File: src/rtl/data_mem_access_ctrl_if.sv
// Core-side request/response handshake bundle for data_mem_access_ctrl.
// The core drives the master side. The controller uses the slave side.
interface data_mem_access_ctrl_if #(
  parameter int WORD_SIZE      = 64,
  parameter int DATA_ADDR_SIZE = 8
);
  logic                        req_valid;
  logic                        req_ready;
  logic                        req_write;
  logic [DATA_ADDR_SIZE-1:0]   req_addr;
  logic [WORD_SIZE-1:0]        req_wdata;
  logic [WORD_SIZE/8-1:0]      req_bmask;
  logic                        resp_valid;
  logic                        resp_ready;
  logic                        resp_write;
  logic [WORD_SIZE-1:0]        resp_rdata;

  modport master (
    output req_valid, req_write, req_addr, req_wdata, req_bmask, resp_ready,
    input  req_ready, resp_valid, resp_write, resp_rdata
  );

  modport slave (
    input  req_valid, req_write, req_addr, req_wdata, req_bmask, resp_ready,
    output req_ready, resp_valid, resp_write, resp_rdata
  );
endinterface

File: src/rtl/data_mem_access_ctrl.sv
// Load/store sequencer between the execute stage and data_memory, one request in flight.
// Optional byte-masked read-modify-write stores: define DATA_MEM_ACCESS_BYTE_MASK_EN.
module data_mem_access_ctrl #(
  parameter int WORD_SIZE      = 64,
  parameter int DATA_ADDR_SIZE = 8,
  parameter int MEM_RD_LATENCY = 1
) (
  input  logic                      clk,
  input  logic                      rst_n,
  data_mem_access_ctrl_if.slave     bus,
  output logic                      mem_en,
  output logic                      mem_write,
  output logic [DATA_ADDR_SIZE-1:0] mem_addr,
  output logic [WORD_SIZE-1:0]      mem_wdata,
  input  logic [WORD_SIZE-1:0]      mem_rdata,
  output logic                      busy
);
  localparam int         NB     = WORD_SIZE / 8;
  localparam logic [2:0] LAT_M1 = 3'(MEM_RD_LATENCY - 1);

  typedef enum logic [2:0] {
    IDLE, ST_ISSUE, LD_ISSUE, LD_WAIT, RESP
`ifdef DATA_MEM_ACCESS_BYTE_MASK_EN
    , RMW_RD, RMW_WAIT, RMW_WR
`endif
  } state_t;

  typedef struct packed {
    logic                      write;
    logic [DATA_ADDR_SIZE-1:0] addr;
    logic [WORD_SIZE-1:0]      wdata;
`ifdef DATA_MEM_ACCESS_BYTE_MASK_EN
    logic [NB-1:0]             bmask;
`endif
  } req_t;

  state_t state_q, state_d;
  req_t   req_q;
  logic [2:0] cnt_q;
  logic accept, resp_hs, issue, wr_issue, wait_st;

  assign bus.req_ready = rst_n && (state_q == IDLE);
  assign busy          = (state_q != IDLE);
  assign accept        = bus.req_valid && bus.req_ready;
  assign resp_hs       = bus.resp_valid && bus.resp_ready;

`ifdef DATA_MEM_ACCESS_BYTE_MASK_EN
  logic [WORD_SIZE-1:0] merged;
  for (genvar i = 0; i < NB; i++) begin : g_lane
    assign merged[i*8 +: 8] = req_q.bmask[i] ? req_q.wdata[i*8 +: 8] : mem_rdata[i*8 +: 8];
  end
  assign issue    = state_q inside {ST_ISSUE, LD_ISSUE, RMW_RD, RMW_WR};
  assign wr_issue = state_q inside {ST_ISSUE, RMW_WR};
  assign wait_st  = state_q inside {LD_WAIT, RMW_WAIT};
`else
  logic unused_bmask;
  assign unused_bmask = ^bus.req_bmask;
  assign issue    = state_q inside {ST_ISSUE, LD_ISSUE};
  assign wr_issue = (state_q == ST_ISSUE);
  assign wait_st  = (state_q == LD_WAIT);
`endif

  always_ff @(posedge clk or negedge rst_n) begin
    if (!rst_n) state_q <= IDLE;
    else        state_q <= state_d;
  end

  always_comb begin
    state_d = state_q;
    case (state_q)
      IDLE: if (accept) begin
        if (!bus.req_write)             state_d = LD_ISSUE;
`ifdef DATA_MEM_ACCESS_BYTE_MASK_EN
        else if (bus.req_bmask == '0)   state_d = RESP;
        else if (bus.req_bmask != '1)   state_d = RMW_RD;
`endif
        else                            state_d = ST_ISSUE;
      end
      ST_ISSUE: state_d = RESP;
      LD_ISSUE: state_d = LD_WAIT;
      LD_WAIT:  if (cnt_q == LAT_M1) state_d = RESP;
      RESP:     if (resp_hs) state_d = IDLE;
`ifdef DATA_MEM_ACCESS_BYTE_MASK_EN
      RMW_RD:   state_d = RMW_WAIT;
      RMW_WAIT: if (cnt_q == LAT_M1) state_d = RMW_WR;
      RMW_WR:   state_d = RESP;
`endif
      default:  state_d = IDLE;
    endcase
  end

  // Request latch and read-latency counter
  always_ff @(posedge clk or negedge rst_n) begin
    if (!rst_n) begin
      req_q <= '0;
      cnt_q <= '0;
    end else begin
      if (accept) begin
        req_q.write <= bus.req_write;
        req_q.addr  <= bus.req_addr;
        req_q.wdata <= bus.req_wdata;
`ifdef DATA_MEM_ACCESS_BYTE_MASK_EN
        req_q.bmask <= bus.req_bmask;
`endif
      end
      cnt_q <= wait_st ? cnt_q + 3'd1 : 3'd0;
    end
  end

  // Pins are registered decodes of the current state, so they trail it by one
  // cycle; the merge in RMW_WR therefore sees read data from the RMW_RD strobe.
  always_ff @(posedge clk or negedge rst_n) begin
    if (!rst_n) begin
      mem_en         <= 1'b0;
      mem_write      <= 1'b0;
      mem_addr       <= '0;
      mem_wdata      <= '0;
      bus.resp_valid <= 1'b0;
      bus.resp_write <= 1'b0;
      bus.resp_rdata <= '0;
    end else begin
      mem_en    <= issue;
      mem_write <= wr_issue;
      if (issue) mem_addr <= req_q.addr;
      if (state_q == ST_ISSUE) mem_wdata <= req_q.wdata;
`ifdef DATA_MEM_ACCESS_BYTE_MASK_EN
      if (state_q == RMW_WR) mem_wdata <= merged;
`endif
      bus.resp_valid <= (state_q == RESP) && !resp_hs;
      if ((state_q == RESP) && !bus.resp_valid) begin
        bus.resp_write <= req_q.write;
        bus.resp_rdata <= req_q.write ? '0 : mem_rdata;
      end
    end
  end
endmodule

File: src/flat_wrapper.sv
// flat-port wrapper written by rule: the top's interface ports become plain ports
module data_mem_access_ctrl_flat 
#(
  parameter int WORD_SIZE      = 64,
  parameter int DATA_ADDR_SIZE = 8,
  parameter int MEM_RD_LATENCY = 1
)
  (clk, rst_n, mem_en, mem_write, mem_addr, mem_wdata, mem_rdata, busy, bus_req_valid, bus_req_write, bus_req_addr, bus_req_wdata, bus_req_bmask, bus_resp_ready, bus_req_ready, bus_resp_valid, bus_resp_write, bus_resp_rdata);
  data_mem_access_ctrl_if #(.WORD_SIZE(WORD_SIZE), .DATA_ADDR_SIZE(DATA_ADDR_SIZE)) bus_i ();
  input  logic clk;
  input  logic rst_n;
  output logic mem_en;
  output logic mem_write;
  output logic [DATA_ADDR_SIZE-1:0] mem_addr;
  output logic [WORD_SIZE-1:0] mem_wdata;
  input  logic [WORD_SIZE-1:0] mem_rdata;
  output logic busy;
  input wire logic [$bits(bus_i.req_valid)-1:0] bus_req_valid;
  input wire logic [$bits(bus_i.req_write)-1:0] bus_req_write;
  input wire logic [$bits(bus_i.req_addr)-1:0] bus_req_addr;
  input wire logic [$bits(bus_i.req_wdata)-1:0] bus_req_wdata;
  input wire logic [$bits(bus_i.req_bmask)-1:0] bus_req_bmask;
  input wire logic [$bits(bus_i.resp_ready)-1:0] bus_resp_ready;
  output wire logic [$bits(bus_i.req_ready)-1:0] bus_req_ready;
  output wire logic [$bits(bus_i.resp_valid)-1:0] bus_resp_valid;
  output wire logic [$bits(bus_i.resp_write)-1:0] bus_resp_write;
  output wire logic [$bits(bus_i.resp_rdata)-1:0] bus_resp_rdata;
  assign bus_i.req_valid = bus_req_valid;
  assign bus_i.req_write = bus_req_write;
  assign bus_i.req_addr = bus_req_addr;
  assign bus_i.req_wdata = bus_req_wdata;
  assign bus_i.req_bmask = bus_req_bmask;
  assign bus_i.resp_ready = bus_resp_ready;
  assign bus_req_ready = bus_i.req_ready;
  assign bus_resp_valid = bus_i.resp_valid;
  assign bus_resp_write = bus_i.resp_write;
  assign bus_resp_rdata = bus_i.resp_rdata;
  data_mem_access_ctrl #(.WORD_SIZE(WORD_SIZE), .DATA_ADDR_SIZE(DATA_ADDR_SIZE), .MEM_RD_LATENCY(MEM_RD_LATENCY)) u_core (.clk(clk), .rst_n(rst_n), .bus(bus_i), .mem_en(mem_en), .mem_write(mem_write), .mem_addr(mem_addr), .mem_wdata(mem_wdata), .mem_rdata(mem_rdata), .busy(busy));
endmodule
File: config.mk
export PLATFORM = sky130hd
export DESIGN_NAME = data_mem_access_ctrl_flat
export DESIGN_NICKNAME = d
export VERILOG_FILES = /design/src/rtl/data_mem_access_ctrl_if.sv /design/src/rtl/data_mem_access_ctrl.sv /design/src/flat_wrapper.sv
export SDC_FILE = /design/constraint.sdc
export NUM_CORES = 1
export LEC_CHECK = 0
export ABC_AREA = 1
export BUFFER_PORTS_ARGS = -buffer_cell sky130_fd_sc_hd__buf_2
export CAP_MARGIN = 30
export CELL_PAD_IN_SITES_DETAIL_PLACEMENT = 0
export CELL_PAD_IN_SITES_GLOBAL_PLACEMENT = 1
export CORE_MARGIN = 2
export CORE_UTILIZATION = 33
export DETAILED_ROUTE_END_ITERATION = 16
export GPL_ROUTABILITY_DRIVEN = 1
export PLACE_DENSITY = 0.77
export REMOVE_ABC_BUFFERS = 1
export SLEW_MARGIN = 20
export SYNTH_ARGS = -nofsm -noshare
export SYNTH_HDL_FRONTEND = slang
export SYNTH_SLANG_ARGS = --single-unit
File: constraint.sdc
create_clock -name clk -period 1.17 [get_ports clk]
set_input_delay 0.234 -clock clk [delete_from_list [all_inputs] [get_ports clk]]
set_output_delay 0.234 -clock clk [all_outputs]
set_load 0.1 [all_outputs]
# == Yosys cells after proc, flatten, opt, wreduce, memory -nomap -nowiden ==
# Cells that the tools add are included.
# totals
regBits,219
output_inout_bits,142
word_cells,39
# classes
reduce_logical,12
n_mux,7
eq_ne,7
add_sub_neg,1
# ops
cell,count
64-bit two-way mux,1
3-bit case mux with 5 select lines,1
3-bit two-way mux,4
"3-bit by 2-bit equality test with 1-bit output, second input constant",2
3-bit zero test,2
1-bit logical AND,5
"2-bit by 1-bit inequality test with 1-bit output, second input constant",2
"3-bit by 1-bit adder with 3-bit output, second input constant",1
"3-bit by 1-bit equality test with 1-bit output, second input constant",1
"3-bit equality test, second input constant",1
3-bit AND reduction,1
3-bit nonzero test,1
1-bit zero test,2
2-bit two-way mux,1
"2-bit inequality test, second input constant",1
2-bit nonzero test,1

# == Depth between registers and ports, before layout ==
# Gate-level depths: netlist of the first run.
# logic_depth
ltp_word,5
mapped_depth,8

# == Least setup slack after synthesis of the first run ==
# OpenSTA, ideal clock, no wires.
# synth_path
path_kind,reg-to-output
start,register u_core.state_q[2]
end,output port bus_req_ready
t_arrival_ns,2.441
setup_slack_ns,-1.505
path_stages_with_launch,6
cell_sequence,dfrtp_1 -> inv_2 -> nand2_2 -> nor2_4 -> inv_1 -> nor2_1
# synth_between
elab_chain_cells,2
# synth_lines
element,line,source
"start, declared",data_mem_access_ctrl.sv:37,"state_t state_q, state_d;"
"start signal, assigned",data_mem_access_ctrl.sv:65,else state_q <= state_d;
3-bit zero test,data_mem_access_ctrl.sv:42,assign bus.req_ready = rst_n && (state_q == IDLE);
1-bit logical AND,data_mem_access_ctrl.sv:42,
"end, declared",flat_wrapper.sv:24,output wire logic [$bits(bus_i.req_ready)-1:0] bus_req_ready;
# No other way between the ends.

# == Worst setup path in the final report of the first run ==
# layout_path
start,register u_core.state_q[0]
end,output port bus_req_ready
# The elaborated chain is that of the path after synthesis.

==> metrics, run 1 <==
status=finished, violations left; failing checks=setup timing; Max FO, Critical Path=2; Hold Crit Depth=4; setup_tns=-95.29 ns; num ports=roughly 290; WL final=30.8 mm; Hold Worst Slack=between 0.06 and 0.07 ns; Hold WC Path Type=input pin to flip-flop; post-route ant nets=0; R2R setup slack=-0.46 ns; Layout fillers=~1800; WHS Endpoint=u_core.bus.resp_valid; layout cells sized above 1=0.349; Least-Margin Pin Slew=0.550 ns; dpl hpwl=between 15 and 20 mm; Syn Inst Count=939; # nets final=about 1600; RSZ-0062 raised after global routing=true; Via density=around 4.6; RR Endpoint=u_core.bus.resp_rdata[39]; clock slew at reported path FFs=0.06 ns; crit end category=output port; die footprint=roughly 27000 um2; Layout area overhead=90.2%; Max Freq=between 500 and 600 MHz; gpl congestion=between 0.7 and 0.8; Die Height=165 um; Post-Syn Area=between 8000 and 9000 um2; number of cell rows=58; Final Cell Area=16200 um2; CTS root buffer=clkbuf_16; largest net degree at the start of global routing=around 80; synth unique cells=20; worst-skew pair later-pin latency=about 0.52 ns; DRC violations left=0; CP required=0.94 ns; Remaining Overflow, GRT=0; first-pass GRT wire length=~43 mm; R2R Path Start=u_core.state_q[0]; Rel. slew slack=0.633; max_cap viols=0; Via Count=around 8100; Synth Area per Inst=~9.1 um2; Core Area=25300 um2; Slew Limit Fails=0; clock skew=0.00905 ns; crit path kind=flip-flop to output port; Final min period=about 1.7 ns; Yosys reg bits=roughly 220; drt first pass iters=5; GRT Resource Usage Total=0.200; Buffers on Ports=approximately 280; clk sink count=~220; CTS tree=done; final setup fails=about 360; CP arrival=1.47 ns; CTS max path bufs=3; worst r2r path cells=8; Hold Startpoint=bus_resp_ready; number of global-route vias before repair=between 8000 and 9000; final setup margin=-0.536 ns; post-synth top area share=0.643; Num CTS Buffers=25; CP startpoint kind=flip-flop; largest cells by area after synthesis=dfrtp_1 64%, nand2_1 21%, o21ai_1 4.3%, inv_1 4.1%, buf_4 1.9%; Initial DRC Count=~470; Avg WL per Cell=17.2 um; initial antenna violation count=1; final period utilization=1.46; Placed Area=around 13000 um2; Initial Utilization=0.337; Final Hold Fails=0; H-Tree Level Count=1; die extent in x=between 150 and 200 um; register area share after synthesis=0.643; Synth warnings=0; Synth area leader=dfrtp_1
[sequential cells by signal, summed over array words and instances (netlist names)]
signal	count
u_core.req_q	73
u_core.bus.resp_rdata	64
u_core.mem_wdata	64
u_core.mem_addr	8
u_core.cnt_q	3
u_core.state_q	3
u_core.bus.resp_valid	1
u_core.bus.resp_write	1
u_core.mem_en	1
u_core.mem_write	1
[cell usage after synthesis, drive strengths merged]
library cell and instances:
nand2 475, dfrtp 219, inv 96, o21ai 83, buf 45, nor2 9, nand3 5, a21oi 3
ha 2, nand3b 1, xnor2 1
[cell usage in the layout (no fill, tap or decap)]
cell type	netlist	final
a21oi_2	0	1
inv_6	0	1
dlygate4sd3_1	0	138
inv_8	0	1
dfrtp_1	219	210
clkinv_2	0	4
buf_2	13	139
clkinv_8	0	1
o21ai_0	9	2
nand3_4	0	1
o21ai_4	0	2
ha_1	2	2
diode_2	0	1
nor2_1	6	4
inv_1	93	92
buf_16	0	6
buf_12	0	161
clkbuf_1	0	4
nand3b_1	1	1
inv_2	3	3
nand3_1	4	4
xnor2_1	1	1
buf_4	22	34
clkbuf_16	0	42
clkbuf_8	0	7
buf_8	0	4
bufbuf_16	0	4
clkinvlp_4	0	1
nand2_1	473	420
nor2_2	2	1
o21ai_2	1	10
nand2_4	0	12
dfrtp_2	0	9
a21oi_1	3	2
buf_6	10	17
nand2_2	2	43
o21ai_1	73	69
nor2_4	1	4
[worst max path at each step]
stage	startpoint	endpoint	slack [ns]
global placement	u_core.state_q[1]	u_core.bus.resp_rdata[16]	-0.24
CTS	u_core.state_q[0]	bus_req_ready	-0.60
global route	u_core.state_q[0]	bus_req_ready	-0.62
detailed placement	u_core.state_q[1]	u_core.bus.resp_rdata[16]	-0.25
floorplan	u_core.bus.resp_valid	u_core.bus.resp_rdata[0]	-2.88
finish	u_core.state_q[0]	bus_req_ready	-0.54
[routing by layer]
layer,routed length [um],GRT usage
met1,12000,0.241
met2,15600,0.359
met3,2520,0.0490
met4,736,0.0530
met5,0,0
[cell type report]
class	instances	area, um2	area share
Timing Repair Buffer	520	6530	0.403
Sequential cell	219	5490	0.339
Multi-Input combinational cell	579	2620	0.162
Clock buffer	36	737	0.0455
Tap cell	330	413	0.0255
Inverter	96	373	0.0230
Clock inverter	7	47.5	0.00293
Antenna cell	1	2.50	0.000154
[through the flow]
| stage | worst slack, ns | utilization | cells |
|---|---|---|---|
| 2_1_floorplan | -2.88 | - | 894 |
| 3_3_place_gp | -0.243 | 0.497 | 1539 |
| 3_5_place_dp | -0.251 | 0.497 | 1539 |
| 4_1_cts | -0.600 | 0.604 | 1754 |
| 5_1_grt | -0.619 | 0.642 | 1788 |
| 6_report | -0.536 | 0.642 | 1788 |
[cell families after synthesis]
logic type / count (synthesis) / share of synthesized area
AND/OR/NAND/NOR: 490 / 0.220
flip-flops: 219 / 0.643
buffers and inverters: 141 / 0.0825
AO/OA/AOI/OAI: 86 / 0.0509
adder cells (fa/ha/maj): 2 / 0.00294
XOR/XNOR: 1 / 0.00103
[worst max-delay path: stages, from the launching register on]
cell	delay, ns
dfrtp_1	0.38
inv_2	0.08
nand2_4	0.06
nor2_4	0.09
inv_2	0.06
nor2_4	0.09
buf_12	0.18
[what timing repair did]
item | 4_1_cts | 5_1_grt
setup endpoints to repair | 353 | 357
cloned | 9 | 23
resized for setup | 25 | 115
setup buffers | 25 | 11
endpoints found under the hold margin | 315 | 0
hold buffers | 138 | 0
pin swaps | 2 | 9
Power of run 1 is left out: the tool's default activity adds up to more than one toggle a clock period on the data nets, which glitch-free logic cannot reach.
==> inputs of run 2 (changes only) <==
--- a/config.mk
+++ b/config.mk
@@ -10,6 +10,7 @@
 export CAP_MARGIN = 30
 export CELL_PAD_IN_SITES_DETAIL_PLACEMENT = 0
 export CELL_PAD_IN_SITES_GLOBAL_PLACEMENT = 1
+export CORE_ASPECT_RATIO = 1.2
 export CORE_MARGIN = 2
 export CORE_UTILIZATION = 33
 export DETAILED_ROUTE_END_ITERATION = 16
==> metrics, run 2 (synthesis results as in run 1) <==
status=finished, violations left; failing checks=setup timing; dpl hpwl=15.6 mm (-3.3%); Initial Utilization=0.335 (-0.00279); Remaining Overflow, GRT=0 (unchanged); Least-Margin Pin Slew=0.480 ns (-0.0707 ns); Hold Worst Slack=0.0350 ns (-0.0328 ns); Final Hold Fails=0 (unchanged); Top reg by flops=u_core.req_q; Crit path top cell by count=nor2_4; CP startpoint kind=flip-flop; # nets final=1580 (-0.75%); drt first pass iters=5 (unchanged); # diodes=0 (-1); RR Endpoint=u_core.bus.resp_rdata[18]; die extent in x=151 um (-8.5%); crit end category=output port; most frequent cells in the layout=452 x nand2_1, 216 x dfrtp_1, 160 x buf_12; clock slew at reported path FFs=0.06 ns (about the same); largest net degree at the start of global routing=79 (+1.3%); worst r2r path cells=8 (unchanged); number of cell rows=64 (+10%); WHS Endpoint=u_core.req_q[72]; Layout area overhead=87.5%; Hold Crit Depth=3 (-1); CTS root buffer=clkbuf_16; WL final=30.4 mm (-1.4%); Core Area=25500 um2 (+0.83%); Worst path slowest cell=dfrtp_1; top flop regs=u_core.req_q (73), u_core.bus.resp_rdata (64), u_core.mem_wdata (64); Initial DRC Count=410 (-12%); num ports=291 (unchanged); Largest register FFs=73 (unchanged); Max FO, Critical Path=2 (unchanged); DRC violations left=0 (unchanged); Max Freq=583 MHz (-0.63%); first-pass GRT wire length=47.0 mm (+10%); clock skew=0.0137 ns (+0.00461 ns); CP peak stage delay=0.40 ns (+0.02 ns); CTS max path bufs=3 (unchanged); Avg WL per Cell=17.2 um (-0.54%); clk sink count=219 (unchanged); RSZ-0062 raised after global routing=true; Slew Limit Fails=0 (unchanged); R2R Path Start=u_core.state_q[0]; Num CTS Buffers=23 (-8.0%); Buffers on Ports=282 (unchanged); final setup fails=416 (+17%); crit path kind=flip-flop to output port; number of global-route vias before repair=8645 (+3.9%); worst-skew pair later-pin latency=0.51 ns (about the same); Die Height=180 um (+9.3%); Via density=4.54 (-0.40%); final period utilization=1.47 (+0.00931); Via Count=8043 (-1.3%); layout cells sized above 1=0.311 (-0.0380); H-Tree Level Count=1 (unchanged); CTS tree=done; cell chain of the critical path=buf_6, nor2_4, inv_2, nor2_4, buf_12; final setup margin=-0.546 ns (-0.0109 ns); Hold WC Path Type=input pin to flip-flop; GRT Resource Usage Total=0.223 (+0.0224); gpl congestion=0.753 (-2.5%); CP required=0.94 ns (about the same); R2R setup slack=-0.48 ns (-0.02 ns); initial antenna violation count=1 (unchanged); max_cap viols=0 (unchanged); Rel. slew slack=0.679 (+0.0461); Hold Startpoint=bus_req_write; most common cell after layout, fill and taps aside=nand2_1; die footprint=27100 um2 (about the same); CP arrival=1.48 ns (about the same); post-route ant nets=0 (unchanged); Final min period=1.72 ns (+0.0109 ns)
-- run 2: changes by cell type in the layout (fill, tap and decap cells not counted), moves of 7 or more --
cell,change
buf_16,+15
o21ai_0,+7
nand2_4,-10
clkbuf_16,-18
nand2_1,+32
nand2_2,-22
-- run 2: critical path, delay by kind of cell (launching register included) --
| kind | cells | cell delay, ns |
|---|---|---|
| buffers and inverters | 3 | 0.37 |
| DFF | 1 | 0.40 |
| and+or+nand+nor | 2 | 0.21 |
-- run 2: stage by stage --
stage / TNS (ns) / std cells / worst slack, ns / cell area, um2 / util
after floorplan: -361.40 / 894 / -2.88 / 8180 / -
after global placement: -28.66 / 1533 / -0.201 / 12500 / 0.491
after detailed placement: -31.51 / 1533 / -0.220 / 12500 / 0.491
after CTS: -98.96 / 1771 / -0.593 / 15900 / 0.624
after global routing: -128.11 / 1772 / -0.610 / 16000 / 0.627
final: -93.97 / 1772 / -0.546 / 16000 / 0.627
-- run 2: worst max path at each step --
stage                          startpoint  cells after the start                  endpoint  slack (ns)
floorplan           u_core.bus.resp_valid                      4  u_core.bus.resp_rdata[0]       -2.88
global placement        u_core.state_q[1]                      5             bus_req_ready       -0.20
detailed placement      u_core.state_q[1]                      5             bus_req_ready       -0.22
CTS                     u_core.state_q[0]                      6             bus_req_ready       -0.59
global route            u_core.state_q[0]                      6             bus_req_ready       -0.61
finish                  u_core.state_q[1]                      5             bus_req_ready       -0.55
-- run 2: final cells by class --
type                       instances  area [um2]
fill                            1929        9490
sequential                       219        5480
timing repair buffer             510        6500
tap                              330         413
inverter                          96         365
clock inverter                     6         109
multi-input combinational        579        2460
clock buffer                      32         639
-- run 2: timing repair --
item | CTS | global route
gates resized for setup | 64 | 23
setup buffers | 38 | 2
hold endpoints to repair | 278 | 0
endpoints found under the setup margin | 356 | 502
pin swaps | 9 | 10
gates cloned | 25 | 1
hold buffers | 137 | 0
-- run 2: routing by layer --
metal  global-route usage  wire [um]
met1                0.248      11300
met2                0.413      15800
met3               0.0473       2330
met4               0.0789       1040
met5                    0         13
Power of run 2 is left out for the same reason.
